===== src/rtl/sprite_pkg.sv =====
`default_nettype none
// ============================================================================
// Package  : sprite_pkg
// Purpose  : Shared constants, word map and commit FSM state type for the
//            sprite engine register path.
// Revision : 1.0 - initial release
// ============================================================================
package sprite_pkg;

    localparam int SPR_NUM_WORDS = 10;
    localparam int SPR_DATA_W    = 16;
    localparam int SPR_IDX_W     = 4;

    // Shadow word map: two sprites, each {coord, bmp0..bmp3}
    localparam int SPR0_COORD = 0;
    localparam int SPR0_BMP0  = 1;
    localparam int SPR0_BMP1  = 2;
    localparam int SPR0_BMP2  = 3;
    localparam int SPR0_BMP3  = 4;
    localparam int SPR1_COORD = 5;
    localparam int SPR1_BMP0  = 6;
    localparam int SPR1_BMP1  = 7;
    localparam int SPR1_BMP2  = 8;
    localparam int SPR1_BMP3  = 9;

    typedef enum logic [1:0] {
        IDLE  = 2'd0,
        ARMED = 2'd1,
        COPY  = 2'd2,
        DONE  = 2'd3
    } commit_state_t;

endpackage
`default_nettype wire


===== src/rtl/sprite_shadow_regfile.sv =====
`default_nettype none
// ============================================================================
// Module   : sprite_shadow_regfile
// Purpose  : CPU-side shadow words with per-word dirty mask, a CPU read port
//            and a copy port whose clear loses to a same-cycle CPU write.
// Revision : 1.0 - initial release
// ============================================================================
module sprite_shadow_regfile
    import sprite_pkg::*;
#(
    parameter int NUM_WORDS = SPR_NUM_WORDS,
    parameter int DATA_W    = SPR_DATA_W,
    parameter int IDX_W     = SPR_IDX_W
) (
    input  logic              clk,
    input  logic              rst_n,
    input  logic              wr_en,
    input  logic [IDX_W-1:0]  wr_idx,
    input  logic [DATA_W-1:0] wr_data,
    input  logic [IDX_W-1:0]  rd_idx,
    output logic [DATA_W-1:0] rd_data,
    input  logic [IDX_W-1:0]  cp_idx,
    output logic [DATA_W-1:0] cp_data,
    output logic              cp_dirty,
    input  logic              clr_en
);

    logic [DATA_W-1:0]    r_shadow [NUM_WORDS];
    logic [NUM_WORDS-1:0] r_dirty;

    // Index decode only matches in-range words, so out-of-range writes vanish
    for (genvar gi = 0; gi < NUM_WORDS; gi++) begin : g_word
        logic w_set;
        logic w_clr;
        assign w_set = wr_en  && (wr_idx == IDX_W'(gi));
        assign w_clr = clr_en && (cp_idx == IDX_W'(gi));

        always_ff @(posedge clk or negedge rst_n) begin
            if (!rst_n) begin
                r_shadow[gi] <= '0;
                r_dirty[gi]  <= 1'b0;
            end else begin
                if (w_set) begin
                    r_shadow[gi] <= wr_data;
                end
                r_dirty[gi] <= w_set | (r_dirty[gi] & ~w_clr);
            end
        end
    end

    always_comb begin
        rd_data  = '0;
        cp_data  = '0;
        cp_dirty = 1'b0;
        for (int i = 0; i < NUM_WORDS; i++) begin
            if (rd_idx == IDX_W'(i)) begin
                rd_data = r_shadow[i];
            end
            if (cp_idx == IDX_W'(i)) begin
                cp_data  = r_shadow[i];
                cp_dirty = r_dirty[i];
            end
        end
    end

endmodule
`default_nettype wire


===== src/rtl/sprite_commit_sched.sv =====
`default_nettype none
// ============================================================================
// Module   : sprite_commit_sched
// Purpose  : Tear-free commit of dirty shadow words into the sprite engine's
//            live registers, one word per cycle starting at vblank.
// Revision : 1.0 - initial release
// ============================================================================
module sprite_commit_sched
    import sprite_pkg::*;
#(
    parameter int NUM_WORDS = SPR_NUM_WORDS,
    parameter int DATA_W    = SPR_DATA_W,
    parameter int IDX_W     = SPR_IDX_W
) (
    input  logic              clk,
    input  logic              rst_n,
    input  logic              cpu_we,
    input  logic [IDX_W-1:0]  cpu_idx,
    input  logic [DATA_W-1:0] cpu_wdata,
    output logic [DATA_W-1:0] cpu_rdata,
    input  logic              commit_req,
    input  logic              irq_en,
    input  logic              irq_clr,
    input  logic              vblank,
    input  logic              vblank_start,
    output logic              eng_we,
    output logic [IDX_W-1:0]  eng_idx,
    output logic [DATA_W-1:0] eng_wdata,
    output logic              pending,
    output logic              busy,
    output logic              commit_done,
    output logic              irq
);

    commit_state_t     r_state;
    logic [IDX_W-1:0]  r_idx;
    logic              r_rearm;
    logic              r_eng_we;
    logic [IDX_W-1:0]  r_eng_idx;
    logic [DATA_W-1:0] r_eng_wdata;
    logic              r_irq;

    logic [DATA_W-1:0] w_cp_data;
    logic              w_cp_dirty;
    logic              w_copy;
    logic              w_last;

    // A word is copied only while blanking holds; an abort cycle leaves it dirty
    assign w_copy = (r_state == COPY) && vblank && w_cp_dirty;
    assign w_last = (r_idx == IDX_W'(NUM_WORDS - 1));

    sprite_shadow_regfile #(
        .NUM_WORDS (NUM_WORDS),
        .DATA_W    (DATA_W),
        .IDX_W     (IDX_W)
    ) u_shadow (
        .clk      (clk),
        .rst_n    (rst_n),
        .wr_en    (cpu_we),
        .wr_idx   (cpu_idx),
        .wr_data  (cpu_wdata),
        .rd_idx   (cpu_idx),
        .rd_data  (cpu_rdata),
        .cp_idx   (r_idx),
        .cp_data  (w_cp_data),
        .cp_dirty (w_cp_dirty),
        .clr_en   (w_copy)
    );

    always_ff @(posedge clk or negedge rst_n) begin
        if (!rst_n) begin
            r_state     <= IDLE;
            r_idx       <= '0;
            r_rearm     <= 1'b0;
            r_eng_we    <= 1'b0;
            r_eng_idx   <= '0;
            r_eng_wdata <= '0;
            r_irq       <= 1'b0;
        end else begin
            r_eng_we <= 1'b0;
            case (r_state)
                IDLE: begin
                    if (commit_req) begin
                        r_state <= ARMED;
                    end
                end
                ARMED: begin
                    if (vblank_start) begin
                        r_state <= COPY;
                        r_idx   <= '0;
                    end
                end
                COPY: begin
                    if (commit_req) begin
                        r_rearm <= 1'b1;
                    end
                    if (!vblank) begin
                        r_state <= ARMED;
                        r_idx   <= '0;
                    end else begin
                        if (w_cp_dirty) begin
                            r_eng_we    <= 1'b1;
                            r_eng_idx   <= r_idx;
                            r_eng_wdata <= w_cp_data;
                        end
                        if (w_last) begin
                            r_state <= DONE;
                            r_idx   <= '0;
                        end else begin
                            r_idx <= r_idx + IDX_W'(1);
                        end
                    end
                end
                DONE: begin
                    if (r_rearm) begin
                        r_state <= ARMED;
                        r_rearm <= 1'b0;
                    end else begin
                        r_state <= IDLE;
                    end
                end
                default: r_state <= IDLE;
            endcase

            // Set in DONE outranks a simultaneous clear
            if ((r_state == DONE) && irq_en) begin
                r_irq <= 1'b1;
            end else if (irq_clr) begin
                r_irq <= 1'b0;
            end
        end
    end

    assign eng_we      = r_eng_we;
    assign eng_idx     = r_eng_idx;
    assign eng_wdata   = r_eng_wdata;
    assign pending     = (r_state == ARMED);
    assign busy        = (r_state == COPY);
    assign commit_done = (r_state == DONE);
    assign irq         = r_irq;

endmodule
`default_nettype wire


===== config.mk =====
export PLATFORM = sky130hd
export DESIGN_NAME = sprite_commit_sched
export DESIGN_NICKNAME = d
export VERILOG_FILES = /design/src/rtl/sprite_pkg.sv /design/src/rtl/sprite_shadow_regfile.sv /design/src/rtl/sprite_commit_sched.sv
export SDC_FILE = /design/constraint.sdc
export NUM_CORES = 1
export LEC_CHECK = 0
export BUFFER_PORTS_ARGS = -buffer_cell sky130_fd_sc_hd__buf_4
export CAP_MARGIN = 10
export CORE_UTILIZATION = 45
export DETAILED_ROUTE_END_ITERATION = 12
export PLACE_DENSITY = 0.62
export SYNTH_ARGS = -nofsm -noshare
export SYNTH_HDL_FRONTEND = slang
export SYNTH_SLANG_ARGS = --single-unit

===== constraint.sdc =====
create_clock -name clk -period 4.2 [get_ports clk]
set_input_delay 0.84 -clock clk [delete_from_list [all_inputs] [get_ports clk]]
set_output_delay 0.84 -clock clk [all_outputs]
set_load 0.02 [all_outputs]

# ---- Word-level counts from Yosys, hierarchy flattened
# Cells that the tools add are included.
dict set report classes {
  n_eq_ne 25
  n_addsub 1
  bitwise_logic 30
  n_reduce_logical 33
  mux 47
}
# op n
set ops {}
lappend ops {{2-to-1 mux 16 bit} 20}
lappend ops {{equality test 4 x 3 -> 1 bit (second input constant)} 8}
lappend ops {{logical AND 1 bit} 23}
lappend ops {{2-to-1 mux 1 bit} 17}
lappend ops {{equality test 4 x 2 -> 1 bit (second input constant)} 4}
lappend ops {{equality test 4 bit (second input constant)} 4}
lappend ops {{2-to-1 mux 4 bit} 3}
lappend ops {{AND 1 bit} 10}
lappend ops {{NOT 1 bit} 10}
lappend ops {{OR 1 bit} 10}
lappend ops {{equality test 4 x 1 -> 1 bit (second input constant)} 2}
lappend ops {{zero test 4 bit} 2}
lappend ops {{2-to-1 mux 2 bit} 4}
lappend ops {{case mux 2 bit (4 select lines)} 1}
lappend ops {{case mux 4 bit (2 select lines)} 1}
lappend ops {{inequality test 2 bit (second input constant)} 3}
lappend ops {{AND reduction 3 bit} 2}
lappend ops {{nonzero test 2 bit} 3}
lappend ops {{adder 4 x 1 -> 4 bit (second input constant)} 1}
lappend ops {{equality test 2 bit (second input constant)} 2}
lappend ops {{AND reduction 2 bit} 2}
lappend ops {{inequality test 3 x 2 -> 1 bit (second input constant)} 1}
lappend ops {{equality test 2 x 1 -> 1 bit (second input constant)} 1}
lappend ops {{zero test 2 bit} 1}
lappend ops {{case mux 1 bit (2 select lines)} 1}
dict set report totals {
  in_bits 28
  regBits 199
  word_cells 163
  output_inout_bits 41
}

# ---- Logic depth before layout (Yosys ltp)
# Gate-level depths: netlist (run 1).
dict set report logic_depth {
  ltp_word 16
  ltp_mapped 9
  mapped_depth_nobuf 7
}

# ---- Cells and area by module
# From an unflattened synthesis (run 1), not the netlist that was laid out.
dict set report hier_totals {
  hier_cells 960
  area_unflattened_um2 10945.5
}
# module seq_area_each_um2 cells_per_inst n_inst area_each_um2
set modules_own_cells {}
lappend modules_own_cells {sprite_shadow_regfile 4254.1 871 1 9674.3}
lappend modules_own_cells {sprite_commit_sched 725.7 89 1 1271.2}

# ---- Worst setup path after synthesis (run 1)
# Ideal clock, no wire load.
dict set report synth_timing {
  path_type {input to output}
  from {in cpu_idx[0]}
  to {out cpu_rdata[0]}
  stages 7
  t_required_ps 3360
  setup_slack_ps 978
  arrival_time_ps 2382
  path_buffers 3
  path_cell_list {buf_2 -> buf_2 -> buf_1 -> mux2i_1 -> o22ai_1 -> o32ai_1 -> nand2_1}
}
dict set report synth_between {
  elab_chain_len 11
  word_cells_on_any_way 20
  classes_between {9 x eq/ne; 10 x mux; 1 x reduce/logical}
}
# item line_no
set synth_lines {}
lappend synth_lines {{start: declaration} sprite_commit_sched.sv:18} ;# input logic [IDX_W-1:0] cpu_idx,
lappend synth_lines {{zero test 4 bit} sprite_shadow_regfile.sv:56} ;# if (rd_idx == IDX_W'(i)) begin
lappend synth_lines {{2-to-1 mux 16 bit (9 in a row)} sprite_shadow_regfile.sv:56}
lappend synth_lines {{2-to-1 mux 16 bit (*)} sprite_shadow_regfile.sv:56}
lappend synth_lines {{end: declaration} sprite_commit_sched.sv:20} ;# output logic [DATA_W-1:0] cpu_rdata,
# Every way passes the cells marked *; elsewhere a longest branch is shown, timed or not.

# ---- Worst setup path in the final report (run 1)
dict set report layout_timing {
  from {in cpu_idx[0]}
  to {out cpu_rdata[11]}
}
# The elaborated chain is that of the path after synthesis.

==> run metrics, run 1 <==
status finished clean; share of the synthesized area in the top cell type 46.76%; WL/cell 23.30 µm; Vias/cell 6.032; share of the cycle needed by the critical path after routing 84.40%; utilization after layout 52.81%; Total Die Area 0.02429 mm²; mapped cell area 0.01065 mm²; clock skew 0.007045 ns; critical path capture point type output pin; Cell variety after synth 54; Die Wd 155.8 µm; CORE AREA 0.02292 mm²; Critical Path RT 3.36 ns; post-DP HPWL 20170 µm; gate count of the mapped netlist 1013; Critical Path Fanout Max 34; max-slew violations 0; max-cap violations 0; CTS tree done; I/O Pins 69; Routed Antenna Nets 0; Residual DRC 0; VDD IR max 0.2669 mV; max_slew headroom 34.50%; Met1 Wirelength 14420 µm; Port Buffers 68; Final nets 1079; Yosys reg bits 199; Leak 5.199 nW; Arr. time, crit path 2.70 ns; share of layout cells above drive strength 1 31.14%; RSZ-0062 raised after global routing false; worst-skew pair later-pin latency 0.44 ns; Hold Fails Final Rpt 0; fraction of registers with async set/reset 100.0%; # diodes 0; initial antenna violation count 0; clock tree buffer depth 2; minimum clock period 3.545 ns; Yosys Warn Count 0; vias in the first global route 8128; num rows 55; Sink Count 199; Post-CTS Setup Bufs 0; met3 WL 1836 µm; Worst-Margin Slew 0.9826 ns; PnR worst setup slack 0.6552 ns; CTS-repair resized insts 0; largest cells by area after synthesis dfrtp_1 47%, mux2_2 18%, mux2i_1 5.8%, a21oi_1 4.0%, nand2_1 3.4%; maximum clock rate 0.2821 GHz; area grow syn2layout 13.63%; Avg Cell Area, Syn 10.51 µm²; post-synth top area cell dfrtp_1; Placer Congestion 0.8484; initial drt markers 772; hold buffer count at CTS 0; syn_nets 1041; uppermost layer routed met4; DP Worst Slack 0.6955 ns; ys flop type dfrtp_1; register area share after synthesis 46.76%; H-tree depth 4; vias after detailed routing 8300; CP Class in -> out; Post-synth EDFFs 0; Startpoint Class primary input; final WL 32060 µm; setup TNS 0 ns; CTS clk-pin slew, worst paths 0.07 ns; DR pass1 iterations 5; largest net degree at the start of global routing 77; first-pass GRT wire length 49820 µm; Initial Utilization 46.48%; die height 155.8 µm; met2 wire length 14880 µm; final hold slack 0.3943 ns; total gr overflow 0; CTS root buf clkbuf_16; HP Class in -> async; Cell Pwr Density 546.2 mW/mm²; Total Routing Usage GR 27.71%; final setup vio count 0; fillcell total 2111; CTS buffer count 17
layer usage:
| metal | vias up | track usage [%] |
|---|---|---|
| li1 | 3732 | - |
| met1 | 4197 | 38.97 |
| met2 | 314 | 43.15 |
| met3 | 57 | 4.389 |
| met4 | 0 | 10.08 |
| met5 | - | 0 |
placed cells by master (no fill, tap or decap), types with 3 or more instances in the layout:
cell       netlist  layout
bufinv_16        0       4
nor2b_1         15      15
o32ai_1         12      12
a21oi_1         86      86
a221oi_1         4       4
mux2i_1         62      62
a21o_1           4       4
nand2b_1        25      25
dfrtp_1        199     197
o2bb2ai_1        4       4
o22ai_1         32      32
o21ai_0         60      60
nand3_1          6       6
inv_6            1       4
and2_1           4       4
mux2_4           4       4
nor2_1          50      50
clkbuf_16        0      17
inv_1           18      18
a22oi_1          5       5
nor3_1           7       6
clkbuf_8         0       3
o221ai_1        12      12
or2_2           12      12
nand2_1         97      97
mux2_2         171     171
buf_4            2     100
o311ai_0         3       3
a31oi_1          3       3
per-stage QoR:
stage | instances | power (mW) | instance area [µm²]
after detailed placement | 1345 | 4.836 | 11470
after CTS | 1376 | 6.623 | 12100
after floorplan | 1013 | 4.138 | 10650
after global routing | 1376 | 6.959 | 12100
after global placement | 1345 | 4.799 | 11470
final | 1376 | 6.610 | 12100
path summary, 6_finish.rpt:
path	startpoint	endpoint	slack, ns	depth (start not counted)
worst min-delay path	rst_n	eng_we	0.39	1
min in group clk	r_rearm	r_rearm	0.51	2
worst max-delay path	cpu_idx[0]	cpu_rdata[11]	0.66	7
worst max register to register	r_idx[0]	eng_wdata[3]	1.21	6
worst min register to register	r_rearm	r_rearm	0.51	2
max in group asynchronous	rst_n	u_shadow.r_shadow[120]	2.94	2
flip-flops by register name, indices dropped and copies added, names as in the netlist:
| signal | cells |
|---|---|
| u_shadow.r_shadow | 160 |
| eng_wdata | 16 |
| u_shadow.r_dirty | 10 |
| eng_idx | 4 |
| r_idx | 4 |
| r_state | 2 |
| eng_we | 1 |
| irq | 1 |
| r_rearm | 1 |
cell usage after synthesis (3+ instances only):
library cell / number
nor3_1: 7
nand2_1: 97
o221ai_1: 12
nand2b_1: 25
dfrtp_1: 199
nor2b_1: 15
o32ai_1: 12
mux2_4: 4
or2_2: 12
o311ai_0: 3
a221oi_1: 4
a21o_1: 4
mux2i_1: 62
o2bb2ai_1: 4
o21ai_0: 60
inv_1: 18
a31oi_1: 3
clkbuf_1: 35
buf_2: 31
a22oi_1: 5
and2_1: 4
mux2_2: 171
a21oi_1: 86
o22ai_1: 32
nand3_1: 6
buf_1: 14
nor2_1: 50
worst max-delay path, cell delays in order:
cell,delay [ns]
buf_4,0.42
nor2_1,0.15
nand2_1,0.45
buf_4,0.29
o22ai_1,0.09
nor2_1,0.24
buf_4,0.20
cell type report:
cell class / count / area [µm²] / share of cell area (%)
inverter: 19 / 76.32 / 0.6307
timing repair buffer: 103 / 804.5 / 6.648
sequential: 199 / 4982 / 41.17
tap: 313 / 391.6 / 3.236
clock buffer: 21 / 460.4 / 3.805
clock inverter: 10 / 167.7 / 1.385
multi-input combinational: 711 / 5219 / 43.12
cells by family after synthesis:
kind of cell / count (synthesis) / share of synthesized area (%)
compound gates: 240 / 13.71
buf+inv: 103 / 4.335
simple gates: 232 / 10.30
flops: 199 / 46.76
mux: 239 / 24.89
report_power, final:
| part | total, mW | internal [mW] | switching [mW] | leakage (nW) |
|---|---|---|---|---|
| clock network | 1.78 | 1.03 | 0.750 | 0.305 |
| logic | 2.01 | 0.957 | 1.06 | 2.46 |
| registers | 2.81 | 2.40 | 0.411 | 2.43 |
Power figures use the tool's default switching activity.
==> inputs of run 2 (changes only) <==
- PLACE_DENSITY: 0.62 -> 0.65
- clock period: 4.2 -> 3.26 ns (I/O delays scaled with it)
==> run metrics, run 2 (same netlist as run 1, synthesis figures left out) <==
Die Wd 155.8 µm; final WL 31280 µm; CP Cell Sequence buf_4, nor2_1, nand2_1, buf_4, o22ai_1, o21ai_0, a31oi_1, buf_4; DR pass1 iterations 6; # diodes 0; Critical Path Fanout Max 17; HP Class in -> async; VDD IR max 0.3459 mV; most frequent cells in the layout 197 x dfrtp_1, 171 x mux2_2, 114 x buf_4; Hold Fails Final Rpt 0; CTS-repair resized insts 0; clock tree buffer depth 2; Leak 5.315 nW; Startpoint Class primary input; Worst path max stage delay 0.29 ns; Slowest-stage cell, CP a31oi_1; CP Class in -> out; Worst Path Buf+Inv 3; RSZ-0062 raised after global routing false; Cell Pwr Density 695.7 mW/mm²; final setup vio count 0; max-cap violations 0; first-pass GRT wire length 48540 µm; area grow syn2layout 15.77%; maximum clock rate 0.3296 GHz; area of the multi-input gates 0.005219 mm²; die height 155.8 µm; Tot Pwr 8.578 mW; CTS clk-pin slew, worst paths 0.08 ns; Port Buffers 68; max_slew headroom 55.77%; WL/cell 22.41 µm; vias in the first global route 8136; leading cell type in the layout, fill and taps excluded dfrtp_1; Total Die Area 0.02429 mm²; worst-skew pair later-pin latency 0.44 ns; Initial Utilization 46.48%; Sink Count 199; Final nets 1098; Worst-Margin Slew 0.6634 ns; Total Routing Usage GR 26.75%; I/O Pins 69; Vias/cell 6.082; post-DP HPWL 20680 µm; Routed Antenna Nets 0; fillcell total 2073; max reg flops 160; H-tree depth 4; CTS root buf clkbuf_16; CORE AREA 0.02292 mm²; CTS buffer count 17; Critical Path RT 2.61 ns; total gr overflow 0; initial drt markers 954; Register Area 0.004982 mm²; num rows 55; hold buffer count at CTS 0; register name with the most flops u_shadow.r_shadow; status finished clean; initial antenna violation count 0; clock skew 0.01232 ns; vias after detailed routing 8490; Placer Congestion 0.8710; Post-CTS Setup Bufs 0; minimum clock period 3.034 ns; critical path capture point type output pin; setup TNS 0 ns; share of layout cells above drive strength 1 32.59%; max-slew violations 0; CP top delay family buffers and inverters; dpl cells 1364; largest net degree at the start of global routing 73; CTS tree done; post-route insts no fill 1396; CP most frequent cell buf_4; Residual DRC 0; share of the cycle needed by the critical path after routing 93.06%; Arr. time, crit path 2.38 ns
==> run 2: cell type report <==
cell class / count / share of cell area, %
clock inverter: 14 / 1.715
sequential: 199 / 40.41
clock buffer: 18 / 3.562
multi-input combinational: 711 / 42.33
tap: 313 / 3.176
inverter: 19 / 0.6190
timing repair buffer: 122 / 8.190
==> run 2: metal layers <==
| layer | track usage (%) | part of all wire, % |
|---|---|---|
| met5 | 0 | 0 |
| met4 | 8.777 | 2.5 |
| met3 | 5.056 | 7.0 |
| met2 | 41.43 | 46 |
| met1 | 37.66 | 45 |
==> run 2: final timing paths <==
kind                              start                endpoint  slack, ns  cells past startpoint
min in group clk           vblank_start              r_state[0]       0.41                      2
max in group asynchronous         rst_n  u_shadow.r_shadow[104]       2.25                      2
hold reg to reg                 r_rearm                 r_rearm       0.51                      2
hold / removal                    rst_n                  eng_we       0.17                      1
setup reg to reg               r_idx[1]           eng_wdata[13]       0.75                      7
setup / recovery             cpu_idx[3]            cpu_rdata[4]       0.23                      8
==> run 2: report_power, final <==
group / internal, mW / switching (mW) / leakage (nW)
logic: 1.26 / 1.37 / 2.57
clock network: 1.33 / 1.01 / 0.308
registers: 3.10 / 0.512 / 2.43
==> run 2: worst reg2reg max path, delay by kind of cell, from the launching register on <==
family / cells / cell delay [ns]
compound gates: 4 / 0.88
flops: 1 / 0.63
buf+inv: 2 / 0.56
mux: 1 / 0.33
==> run 2: per-stage QoR <==
step	hold WS (ns)	utilization, %	instance area, µm²	setup WS, ns
5_1_grt	0.2622	53.80	12330	0.04626
6_report	0.1733	53.80	12330	0.2263
3_5_place_dp	0.4932	50.96	11680	0.2779
2_1_floorplan	0.3564	-	10650	0.4136
4_1_cts	0.2387	53.80	12330	0.2503
3_3_place_gp	0.4851	50.96	11680	0.2618
==> inputs of run 3 (changes only) <==
- RECOVER_POWER: default -> 25
==> run metrics, run 3 (same netlist as run 1, synthesis figures left out) <==
Slowest-stage cell, CP a31oi_1; reg2reg end eng_wdata[13]; Vias/cell 6.077; Post-CTS Setup Bufs 0; failing checks max-capacitance violations, max-slew violations; vias in the first global route 8136; Critical Path RT 2.61 ns; Worst path max stage delay 0.29 ns; CP Class in -> out; VDD IR max 0.3450 mV; PnR worst setup slack 0.2276 ns; Residual DRC 0; CTS clk-pin slew, worst paths 0.07 ns; worst r2r path cells 7; leading cell type in the layout, fill and taps excluded dfrtp_1; Total Die Area 0.02429 mm²; WHS Path Cells 2; largest net degree at the start of global routing 73; setup slack, reg-to-reg 0.75 ns; Worst Hold Path EP r_state[0]; utilization after layout 53.75%; DP Worst Slack 0.2779 ns; max-slew violations 71; maximum clock rate 0.3298 GHz; CP most frequent cell buf_4; CTS root buf clkbuf_16; CORE AREA 0.02292 mm²; RSZ-0062 raised after global routing false; die height 155.8 µm; Tot Pwr 8.574 mW; Sink Count 199; HP Class in -> reg; clock skew 0.01138 ns; setup TNS 0 ns; area of the multi-input gates 0.005219 mm²; register name with the most flops u_shadow.r_shadow; max reg flops 160; CTS buffer count 17; Worst-Margin Slew 1.955 ns; max-cap violations 1; Startpoint Class primary input; Reg2Reg Launch Point r_idx[1]; Cell Pwr Density 696.1 mW/mm²; dpl cells 1364; critical path capture point type output pin; post-route insts no fill 1396; CTS-repair resized insts 0; Register Area 0.004982 mm²; I/O Pins 69; placed inst area 0.01168 mm²; final WL 31270 µm; first-pass GRT wire length 48540 µm; minimum clock period 3.032 ns; final hold slack 0.4150 ns; total gr overflow 0; Leak 5.308 nW; most frequent cells in the layout 197 x dfrtp_1, 171 x mux2_2, 113 x buf_4; Placer Congestion 0.8710; # diodes 0; num rows 55; share of layout cells above drive strength 1 32.50%; Final nets 1098; Arr. time, crit path 2.38 ns; vias after detailed routing 8484; initial antenna violation count 0; hold buffer count at CTS 0; Die Wd 155.8 µm; Port Buffers 68; share of the cycle needed by the critical path after routing 93.02%; WL/cell 22.40 µm; Routed Antenna Nets 0; worst hold path startpoint vblank_start; final setup vio count 0; H-tree depth 4; max_slew headroom -30.36%; area grow syn2layout 15.65%; worst-skew pair later-pin latency 0.44 ns; Critical Path Fanout Max 17; initial drt markers 954; Hold Fails Final Rpt 0; Total Routing Usage GR 26.75%; Worst Path Buf+Inv 3; clock tree buffer depth 2; Initial Utilization 46.48%; Design Area, Final 0.01232 mm²; status finished with violations; CP Cell Sequence buf_4, nor2_1, nand2_1, buf_4, o22ai_1, o21ai_0, a31oi_1, buf_4; fillcell total 2076; CTS tree done; CP top delay family buffers and inverters; DR pass1 iterations 6; post-DP HPWL 20680 µm
==> run 3: changes by cell type in the layout (fill, tap and decap cells not counted), sizes merged <==
cell | previous run | this run
buf | 121 | 120
clkbuf | 19 | 20
==> run 3: cell type report <==
class,instances,area share [%]
clock buffer,18,3.566
multi-input combinational,711,42.37
sequential,199,40.45
inverter,19,0.6197
timing repair buffer,122,8.096
tap,313,3.180
clock inverter,14,1.717
==> run 3: worst reg2reg max path, delay by kind of cell, from the launching register on <==
family          cells  cell delay, ns
compound gates      4            0.88
buf+inv             2            0.56
flops               1            0.63
mux                 1            0.33
==> run 3: worst max-delay path by stage <==
| stage | from | depth (start not counted) | slack, ns | end |
|---|---|---|---|---|
| after floorplan | cpu_idx[0] | 7 | 0.41 | cpu_rdata[0] |
| after global placement | cpu_idx[3] | 8 | 0.26 | cpu_rdata[4] |
| after detailed placement | cpu_idx[3] | 8 | 0.28 | cpu_rdata[15] |
| after CTS | cpu_idx[3] | 8 | 0.25 | cpu_rdata[15] |
| after global routing | cpu_idx[3] | 8 | 0.05 | cpu_rdata[15] |
| final | cpu_idx[3] | 8 | 0.23 | cpu_rdata[4] |
==> run 3: layer usage <==
metal / up-vias / wire (µm) / global-route usage (%)
li1: 3758 / - / -
met2: 394 / 14330 / 41.43
met4: 0 / 757 / 8.777
met3: 54 / 2270 / 5.056
met1: 4278 / 13910 / 37.66
met5: - / 0 / 0
==> run 3: power breakdown <==
part / switching, mW / internal [mW]
Sequential: 0.512 / 3.10
Combinational: 1.38 / 1.26
Clock: 1.01 / 1.33
